===== src/rtl/multicycle_control_if.sv =====
// rtl/multicycle_control_if.sv - control/datapath bundle for the multicycle MIPS controller
interface multicycle_control_if;
  logic [5:0]  OpCode;
  logic        Zero;
  logic        mem_ready;
  logic        PCwe;
  logic        IRwe;
  logic        RFwe;
  logic        DMwe;
  logic        DMre;
  logic [1:0]  ALUS;
  logic        IorD;
  logic        ALUSrcA;
  logic [1:0]  ALUSrcB;
  logic        RegDst;
  logic        MemtoReg;
  logic        PCSrc;
  logic        trap;
  logic [3:0]  state;
  logic [31:0] retired;

  // master is the controller, slave is the datapath/memory side
  modport master (
    input  OpCode, Zero, mem_ready,
    output PCwe, IRwe, RFwe, DMwe, DMre, ALUS, IorD, ALUSrcA, ALUSrcB,
           RegDst, MemtoReg, PCSrc, trap, state, retired
  );
  modport slave (
    output OpCode, Zero, mem_ready,
    input  PCwe, IRwe, RFwe, DMwe, DMre, ALUS, IorD, ALUSrcA, ALUSrcB,
           RegDst, MemtoReg, PCSrc, trap, state, retired
  );
endinterface


===== src/rtl/multicycle_control.sv =====
// rtl/multicycle_control.sv - multicycle MIPS control FSM with memory stall, trap and retire counter
module multicycle_control (
  input  logic                       clk,
  input  logic                       rst_n,
  multicycle_control_if.master       bus
);
  typedef enum logic [3:0] {
    S_FETCH  = 4'd0,
    S_DECODE = 4'd1,
    S_MEMADR = 4'd2,
    S_MEMRD  = 4'd3,
    S_MEMWB  = 4'd4,
    S_MEMWR  = 4'd5,
    S_EXEC   = 4'd6,
    S_ALUWB  = 4'd7,
    S_BRANCH = 4'd8,
    S_TRAP   = 4'd9
  } state_t;

  localparam logic [5:0] OP_RTYPE = 6'd0;
  localparam logic [5:0] OP_LW    = 6'd35;
  localparam logic [5:0] OP_SW    = 6'd43;
  localparam logic [5:0] OP_BEQ   = 6'd4;

  state_t      state_q, state_d;
  logic [31:0] retired_q, retired_d;
  logic        retire;

  always_comb begin
    state_d = state_q;
    retire  = 1'b0;
    case (state_q)
      S_FETCH:  if (bus.mem_ready) state_d = S_DECODE;
      S_DECODE: begin
        case (bus.OpCode)
          OP_RTYPE:     state_d = S_EXEC;
          OP_LW, OP_SW: state_d = S_MEMADR;
          OP_BEQ:       state_d = S_BRANCH;
          default:      state_d = S_TRAP;
        endcase
      end
      S_MEMADR: state_d = (bus.OpCode == OP_LW) ? S_MEMRD : S_MEMWR;
      S_MEMRD:  if (bus.mem_ready) state_d = S_MEMWB;
      S_MEMWB:  begin retire = 1'b1; state_d = S_FETCH; end
      S_MEMWR:  if (bus.mem_ready) begin retire = 1'b1; state_d = S_FETCH; end
      S_EXEC:   state_d = S_ALUWB;
      S_ALUWB:  begin retire = 1'b1; state_d = S_FETCH; end
      S_BRANCH: begin retire = 1'b1; state_d = S_FETCH; end
      S_TRAP:   state_d = S_TRAP;
      default:  state_d = S_FETCH;
    endcase
  end

  assign retired_d = retired_q + {31'd0, retire};

  always_ff @(posedge clk or negedge rst_n) begin
    if (!rst_n) begin
      state_q   <= S_FETCH;
      retired_q <= '0;
    end else begin
      state_q   <= state_d;
      retired_q <= retired_d;
    end
  end

  logic       pc_we, ir_we, rf_we, dm_we, dm_re, iord, src_a, reg_dst, mem_to_reg, pc_src, trap;
  logic [1:0] alus, src_b;

  // Everything is decoded from the state, except PCwe/IRwe which also look at mem_ready/Zero
  always_comb begin
    pc_we = 1'b0; ir_we = 1'b0; rf_we = 1'b0; dm_we = 1'b0; dm_re = 1'b0;
    iord = 1'b0; src_a = 1'b0; reg_dst = 1'b0; mem_to_reg = 1'b0; pc_src = 1'b0;
    trap = 1'b0; alus = 2'd0; src_b = 2'd0;
    if (rst_n) begin
      case (state_q)
        S_FETCH: begin
          dm_re = 1'b1;
          src_b = 2'd1;
          ir_we = bus.mem_ready;
          pc_we = bus.mem_ready;
        end
        S_DECODE: src_b = 2'd3;
        S_MEMADR: begin src_a = 1'b1; src_b = 2'd2; end
        S_MEMRD:  begin dm_re = 1'b1; iord = 1'b1; end
        S_MEMWB:  begin rf_we = 1'b1; mem_to_reg = 1'b1; end
        S_MEMWR:  begin dm_we = 1'b1; iord = 1'b1; end
        S_EXEC:   begin src_a = 1'b1; alus = 2'd2; end
        S_ALUWB:  begin rf_we = 1'b1; reg_dst = 1'b1; end
        S_BRANCH: begin
          src_a  = 1'b1;
          alus   = 2'd1;
          pc_src = 1'b1;
          pc_we  = bus.Zero;
        end
        S_TRAP:   trap = 1'b1;
        default:  ;
      endcase
    end
  end

  assign bus.PCwe     = pc_we;
  assign bus.IRwe     = ir_we;
  assign bus.RFwe     = rf_we;
  assign bus.DMwe     = dm_we;
  assign bus.DMre     = dm_re;
  assign bus.ALUS     = alus;
  assign bus.IorD     = iord;
  assign bus.ALUSrcA  = src_a;
  assign bus.ALUSrcB  = src_b;
  assign bus.RegDst   = reg_dst;
  assign bus.MemtoReg = mem_to_reg;
  assign bus.PCSrc    = pc_src;
  assign bus.trap     = trap;
  assign bus.state    = state_q;
  assign bus.retired  = retired_q;
endmodule


===== src/flat_wrapper.sv =====
// flat-port wrapper written by rule: the top's interface ports become plain ports
module multicycle_control_flat 
  (clk, rst_n, bus_OpCode, bus_Zero, bus_mem_ready, bus_PCwe, bus_IRwe, bus_RFwe, bus_DMwe, bus_DMre, bus_ALUS, bus_IorD, bus_ALUSrcA, bus_ALUSrcB, bus_RegDst, bus_MemtoReg, bus_PCSrc, bus_trap, bus_state, bus_retired);
  multicycle_control_if bus_i ();
  input  logic clk;
  input  logic rst_n;
  input wire logic [$bits(bus_i.OpCode)-1:0] bus_OpCode;
  input wire logic [$bits(bus_i.Zero)-1:0] bus_Zero;
  input wire logic [$bits(bus_i.mem_ready)-1:0] bus_mem_ready;
  output wire logic [$bits(bus_i.PCwe)-1:0] bus_PCwe;
  output wire logic [$bits(bus_i.IRwe)-1:0] bus_IRwe;
  output wire logic [$bits(bus_i.RFwe)-1:0] bus_RFwe;
  output wire logic [$bits(bus_i.DMwe)-1:0] bus_DMwe;
  output wire logic [$bits(bus_i.DMre)-1:0] bus_DMre;
  output wire logic [$bits(bus_i.ALUS)-1:0] bus_ALUS;
  output wire logic [$bits(bus_i.IorD)-1:0] bus_IorD;
  output wire logic [$bits(bus_i.ALUSrcA)-1:0] bus_ALUSrcA;
  output wire logic [$bits(bus_i.ALUSrcB)-1:0] bus_ALUSrcB;
  output wire logic [$bits(bus_i.RegDst)-1:0] bus_RegDst;
  output wire logic [$bits(bus_i.MemtoReg)-1:0] bus_MemtoReg;
  output wire logic [$bits(bus_i.PCSrc)-1:0] bus_PCSrc;
  output wire logic [$bits(bus_i.trap)-1:0] bus_trap;
  output wire logic [$bits(bus_i.state)-1:0] bus_state;
  output wire logic [$bits(bus_i.retired)-1:0] bus_retired;
  assign bus_i.OpCode = bus_OpCode;
  assign bus_i.Zero = bus_Zero;
  assign bus_i.mem_ready = bus_mem_ready;
  assign bus_PCwe = bus_i.PCwe;
  assign bus_IRwe = bus_i.IRwe;
  assign bus_RFwe = bus_i.RFwe;
  assign bus_DMwe = bus_i.DMwe;
  assign bus_DMre = bus_i.DMre;
  assign bus_ALUS = bus_i.ALUS;
  assign bus_IorD = bus_i.IorD;
  assign bus_ALUSrcA = bus_i.ALUSrcA;
  assign bus_ALUSrcB = bus_i.ALUSrcB;
  assign bus_RegDst = bus_i.RegDst;
  assign bus_MemtoReg = bus_i.MemtoReg;
  assign bus_PCSrc = bus_i.PCSrc;
  assign bus_trap = bus_i.trap;
  assign bus_state = bus_i.state;
  assign bus_retired = bus_i.retired;
  multicycle_control u_core (.clk(clk), .rst_n(rst_n), .bus(bus_i));
endmodule

===== config.mk =====
export PLATFORM = sky130hd
export DESIGN_NAME = multicycle_control_flat
export DESIGN_NICKNAME = d
export VERILOG_FILES = /design/src/rtl/multicycle_control_if.sv /design/src/rtl/multicycle_control.sv /design/src/flat_wrapper.sv
export SDC_FILE = /design/constraint.sdc
export NUM_CORES = 1
export LEC_CHECK = 0
export CAP_MARGIN = 20
export CORE_MARGIN = 2
export CORE_UTILIZATION = 35
export DETAILED_ROUTE_END_ITERATION = 6
export PLACE_DENSITY = 0.73
export SLEW_MARGIN = 20
export SYNTH_ARGS = -nofsm -noshare
export SYNTH_HDL_FRONTEND = slang
export SYNTH_SLANG_ARGS = --single-unit

===== constraint.sdc =====
create_clock -name clk -period 2.3 [get_ports clk]
set_input_delay 0.46 -clock clk [delete_from_list [all_inputs] [get_ports clk]]
set_output_delay 0.46 -clock clk [all_outputs]
set_load 0.01 [all_outputs]

---- Yosys cells after proc, flatten, opt, wreduce, memory -nomap -nowiden ----
Index checks and enable logic that the tools add are counted.
Widths: inputs -> output; s select.
storage, ports and cells
  output and inout bits ................... 51
  word-level logic and storage cells ...... 61
  register bits after elaboration ......... 36
cells by class
  mux-type cells .......................... 34
  add/subtract/negate cells ............... 1
  reductions and logical operators ........ 9
  equal/unequal tests ..................... 15
operators with widths
  operator            number
  $add 32x1->32       1
  $pmux 4 s7          1
  $mux 1              22
  $eq 4x3->1 const B  4
  $eq 6x6->1 const B  2
  $mux 4              3
  $pmux 4 s3          1
  $eq 4x2->1 const B  2
  $eq 4x4->1 const B  2
  $reduce_or 2->1     4
  $eq 6x3->1 const B  1
  $logic_not 6->1     1
  $ne 2x2->1 const B  3
  $pmux 2 s3          1
  $reduce_or 3->1     2
  $eq 4x1->1 const B  1
  $logic_not 4->1     1
  $mux 2              2
  $pmux 1 s2          2
  $pmux 2 s2          1
  $mux 3              1
  $reduce_and 3->1    1

---- Longest topological paths before layout ----
  depth in word-level cells ............... 4
  mapped depth ............................ 12
  depth with buffers taken out ............ 10

---- Worst setup path after synthesis ----
Ideal clock, no wire load.
  path type ............................... reg-to-reg
  start point ............................. register u_core.state_q[1] (netlist: u_core.bus.state[1])
  end point ............................... register u_core.retired_q[28] (netlist: u_core.bus.retired[28])
  setup time .............................. 0.079 ns
  required time ........................... 2.221 ns
  path slack .............................. -0.128 ns
  cell stages (with the launch flop) ...... 13
  data arrival time ....................... 2.349 ns
  period minus slack after synthesis ...... 2.428 ns
  cell sequence ........................... dfrtp_1 -> buf_2 -> clkbuf_1 -> nor2_1 -> nand2_1 -> o21ai_0 -> ha_1 -> ha_1 -> nand3_1 -> or2_1 -> buf_6 -> nor3_2 -> xor2_1
on the way
  cells in the longest elaborated chain, start to end .. 4
RTL lines
  element                                          RTL line                  source
  from (decl)                                      multicycle_control.sv:25  state_t state_q, state_d;
  from (signal assigned)                           multicycle_control.sv:61  state_q <= state_d;
  $eq 4x3->1 / $eq 4x4->1 (equally long branches)  multicycle_control.sv:32  case (state_q)
  $reduce_or 3->1 (no source line)                 --
  $pmux 1 s2 (*)                                   multicycle_control.sv:32
  $add 32x1->32 (*)                                multicycle_control.sv:54  assign retired_d = retired_q + {31'd0, retire};
  via u_core.retired_d[28]                         multicycle_control.sv:26  logic [31:0] retired_q, retired_d;
  to (signal assigned)                             multicycle_control.sv:62  retired_q <= retired_d;
  to (decl)                                        multicycle_control.sv:26
The timed path passes the listed nets; every way through them passes the cells marked *.
A chain may end at the register's enable or synchronous reset.

---- Worst setup path after layout ----
  start point ............................. register u_core.state_q[0] (netlist: u_core.bus.state[0])
  end point ............................... output bus_ALUSrcB[1]
on the way
  cells in the longest elaborated chain, start to end .. 3
RTL lines
  element                                   RTL line                  source
  $eq 4x2->1, or another cell as far along  multicycle_control.sv:75  case (state_q)
  $pmux 2 s3 (*)                            multicycle_control.sv:75
  $mux 2 (*)                                multicycle_control.sv:74  if (rst_n) begin
  to (decl)                                 flat_wrapper.sv:18        output wire logic [$bits(bus_i.ALUSrcB)-1:0] bus_ALUSrcB;
Every way passes the cells marked *; elsewhere a longest branch is shown, timed or not.

==> run metrics <==
Clock Skews=0.00975 ns; crit path DAT=1.76 ns; number of max-cap violations=0; core region area=0.00547 mm2; top cells by area, synth=dfrtp_1 46%, xnor2_1 7.5%, xor2_1 6.6%; fin area=0.00287 mm2; nets@finish=281; Layout area overhead=45.2%; Cell Area, Synth=0.00198 mm2; sequential cell area=903 um2; die area=0.00627 mm2; row cnt=27; WL/cell=13.0 um; Yosys reg bits=36; async set or reset register ratio after synthesis=100%; IO Port Bufs=60; VDD IR max=0.304 mV; Setup violations, final=0; Post-CTS Setup Inserts=0; initial core utilization=36.1%; drt pass-1 iters=4; Clock Sink Count=36; CTS Buf Count=5; crit-path max FO=8; post-DP HPWL=3320 um; GR Overflow Total=0; status=finished, final reports clean; vias=1652; min Tclk post-route=2.22 ns; highest clock rate=450 MHz; vias in the first global route=1607; sequential area share after synthesis=45.5%; count leader, synth=dfrtp_1; Yosys cell types=37; overall routing resource usage=15.2%; antenna cell count=0; actual slew at the worst max-slew pin=0.404 ns; Post-synth top cells=36 x dfrtp_1, 18 x nor2_1, 17 x xnor2_1; routability congestion estimate=0.821; H-tree levels=2; PD cells=659 mW/mm2; clock latency on the worst-skew pair=0.29 ns; die height=79.2 um; crit end category=primary output; first-pass GRT wire length=7550 um; Setup Crit Path Kind=register to primary output; worst min path class=input port to async pin; final WL=4430 um; final period utilization=96.7%; Pins Over Slew Limit=0; fraction of layout cells with a size suffix above 1=18.1%; DR iter-0 viols=112; Cells after Synth=195; drt via density=4.83; Yosys Warn Count=0; final core occ=52.5%; CTS tree=yes; Synth top area share=45.5%; # IOs=61; slowest library cell on the worst path=clkdlybuf4s50_1; Fin. Hold Viols=0; Filler cells=519; Crit path largest cell delay=0.54 ns; Pleak=1.31 nW; Synth Flop Type=dfrtp_1; pin count of the biggest net entering global routing=32; initial antenna violation count=0; WHS=0.183 ns; Startpoint Class=register; Synth Net Count=207; Final WS setup=0.0766 ns; clock slew at reported path FFs=0.07 ns; cell taking the most area after synthesis=dfrtp_1; Post-synth EDFFs=0; Die X=79.2 um; drt drc=0; post-route ant nets=0; relative slew slack=72.3%; placed cell area=0.00273 mm2; multi-input logic area=0.00102 mm2; CP required=1.84 ns; CP cell instances=buf_4, xor2_2, nor2b_1, clkdlybuf4s50_1; syn avg cell area=10.1 um2; maximum clock path buffer count=2; Place WS=-0.205 ns; Root Buffer=clkbuf_8; total power=1.89 mW
==> cells by family (layout without fill, tap and decap cells) <==
family | count (synthesis) | count (layout) | share of synthesized area, %
compound gates | 15 | 15 | 4.93
flops | 36 | 36 | 45.5
mux | 2 | 2 | 1.01
buf+inv | 18 | 93 | 4.93
fa+ha+maj | 2 | 2 | 1.26
simple gates | 90 | 90 | 28.1
xor+xnor | 32 | 32 | 14.2
==> routing by layer <==
metal  vias up  track usage [%]  share of wire, %
li1        816                -                 -
met1       785             20.1                47
met2        42             23.7                46
met3         9             3.18               4.4
met4         0             7.41               2.1
met5         -                0                 0
==> layout by cell type (no fill, tap or decap), types with 3 or more instances in the layout <==
| cell | Yosys | routed |
|---|---|---|
| a21oi_1 | 3 | 3 |
| nor2_1 | 18 | 16 |
| clkbuf_8 | 0 | 6 |
| nor3_2 | 9 | 9 |
| nand2_1 | 15 | 15 |
| buf_4 | 1 | 16 |
| inv_1 | 8 | 7 |
| clkdlybuf4s50_1 | 0 | 53 |
| nor3_1 | 5 | 5 |
| nand4_1 | 4 | 4 |
| and4_1 | 5 | 5 |
| xor2_1 | 15 | 14 |
| xnor2_1 | 17 | 17 |
| nor4_1 | 3 | 3 |
| dfrtp_1 | 36 | 34 |
| nand3_1 | 11 | 9 |
| o21ai_0 | 5 | 3 |
| and2_1 | 3 | 3 |
| dlymetal6s2s_1 | 0 | 4 |
==> power breakdown <==
part	total, mW	switching (mW)	internal [mW]
logic	0.641	0.301	0.340
registers	0.790	0.0872	0.702
clock network	0.461	0.217	0.244
total	1.89	0.605	1.29
==> flip-flops by register name (all words and copies together), names as in the netlist <==
name / count
u_core.bus.retired: 32
u_core.bus.state: 4
==> layout make-up <==
type                       instances  share of cell area (%)
timing repair buffer              77                    25.5
tap                               72                    3.14
inverter                           8                    1.05
sequential                        36                    31.5
clock buffer                       8                    3.14
multi-input combinational        141                    35.7
==> critical path: cells and delay by family (launching register included) <==
family / cells / cell delay (ns)
simple gates: 1 / 0.14
buf+inv: 2 / 0.72
xor+xnor: 1 / 0.18
flops: 1 / 0.44
==> through the flow <==
step           setup TNS [ns]  std cells
3_3_place_gp            -1.76        333
5_1_grt              -0.00378        342
3_5_place_dp            -2.06        333
2_1_floorplan               0        195
4_1_cts                     0        342
6_report                    0        342
==> path summary, 6_finish.rpt <==
path / from / end / slack (ns) / cells past startpoint
worst max-delay path: u_core.bus.state[0] / bus_ALUSrcB[1] / 0.08 / 4
worst min-delay path: rst_n / u_core.bus.state[1] / 0.18 / 2
worst max register to register: u_core.bus.state[1] / u_core.bus.retired[10] / 0.27 / 11
worst min register to register: u_core.bus.retired[31] / u_core.bus.retired[31] / 0.47 / 1
max in group asynchronous: rst_n / u_core.bus.retired[0] / 1.58 / 2
min in group clk: u_core.bus.retired[31] / u_core.bus.retired[31] / 0.47 / 1
==> timing repair <==
| item | in CTS | in global routing |
|---|---|---|
| hold buffers | 1 | 0 |
| endpoints found under the setup margin | 2 | 16 |
| gates resized for setup | 2 | 13 |
| endpoints found under the hold margin | 1 | 0 |
| pin swaps | 0 | 1 |
No activity file was read; power rests on OpenSTA's default activity.
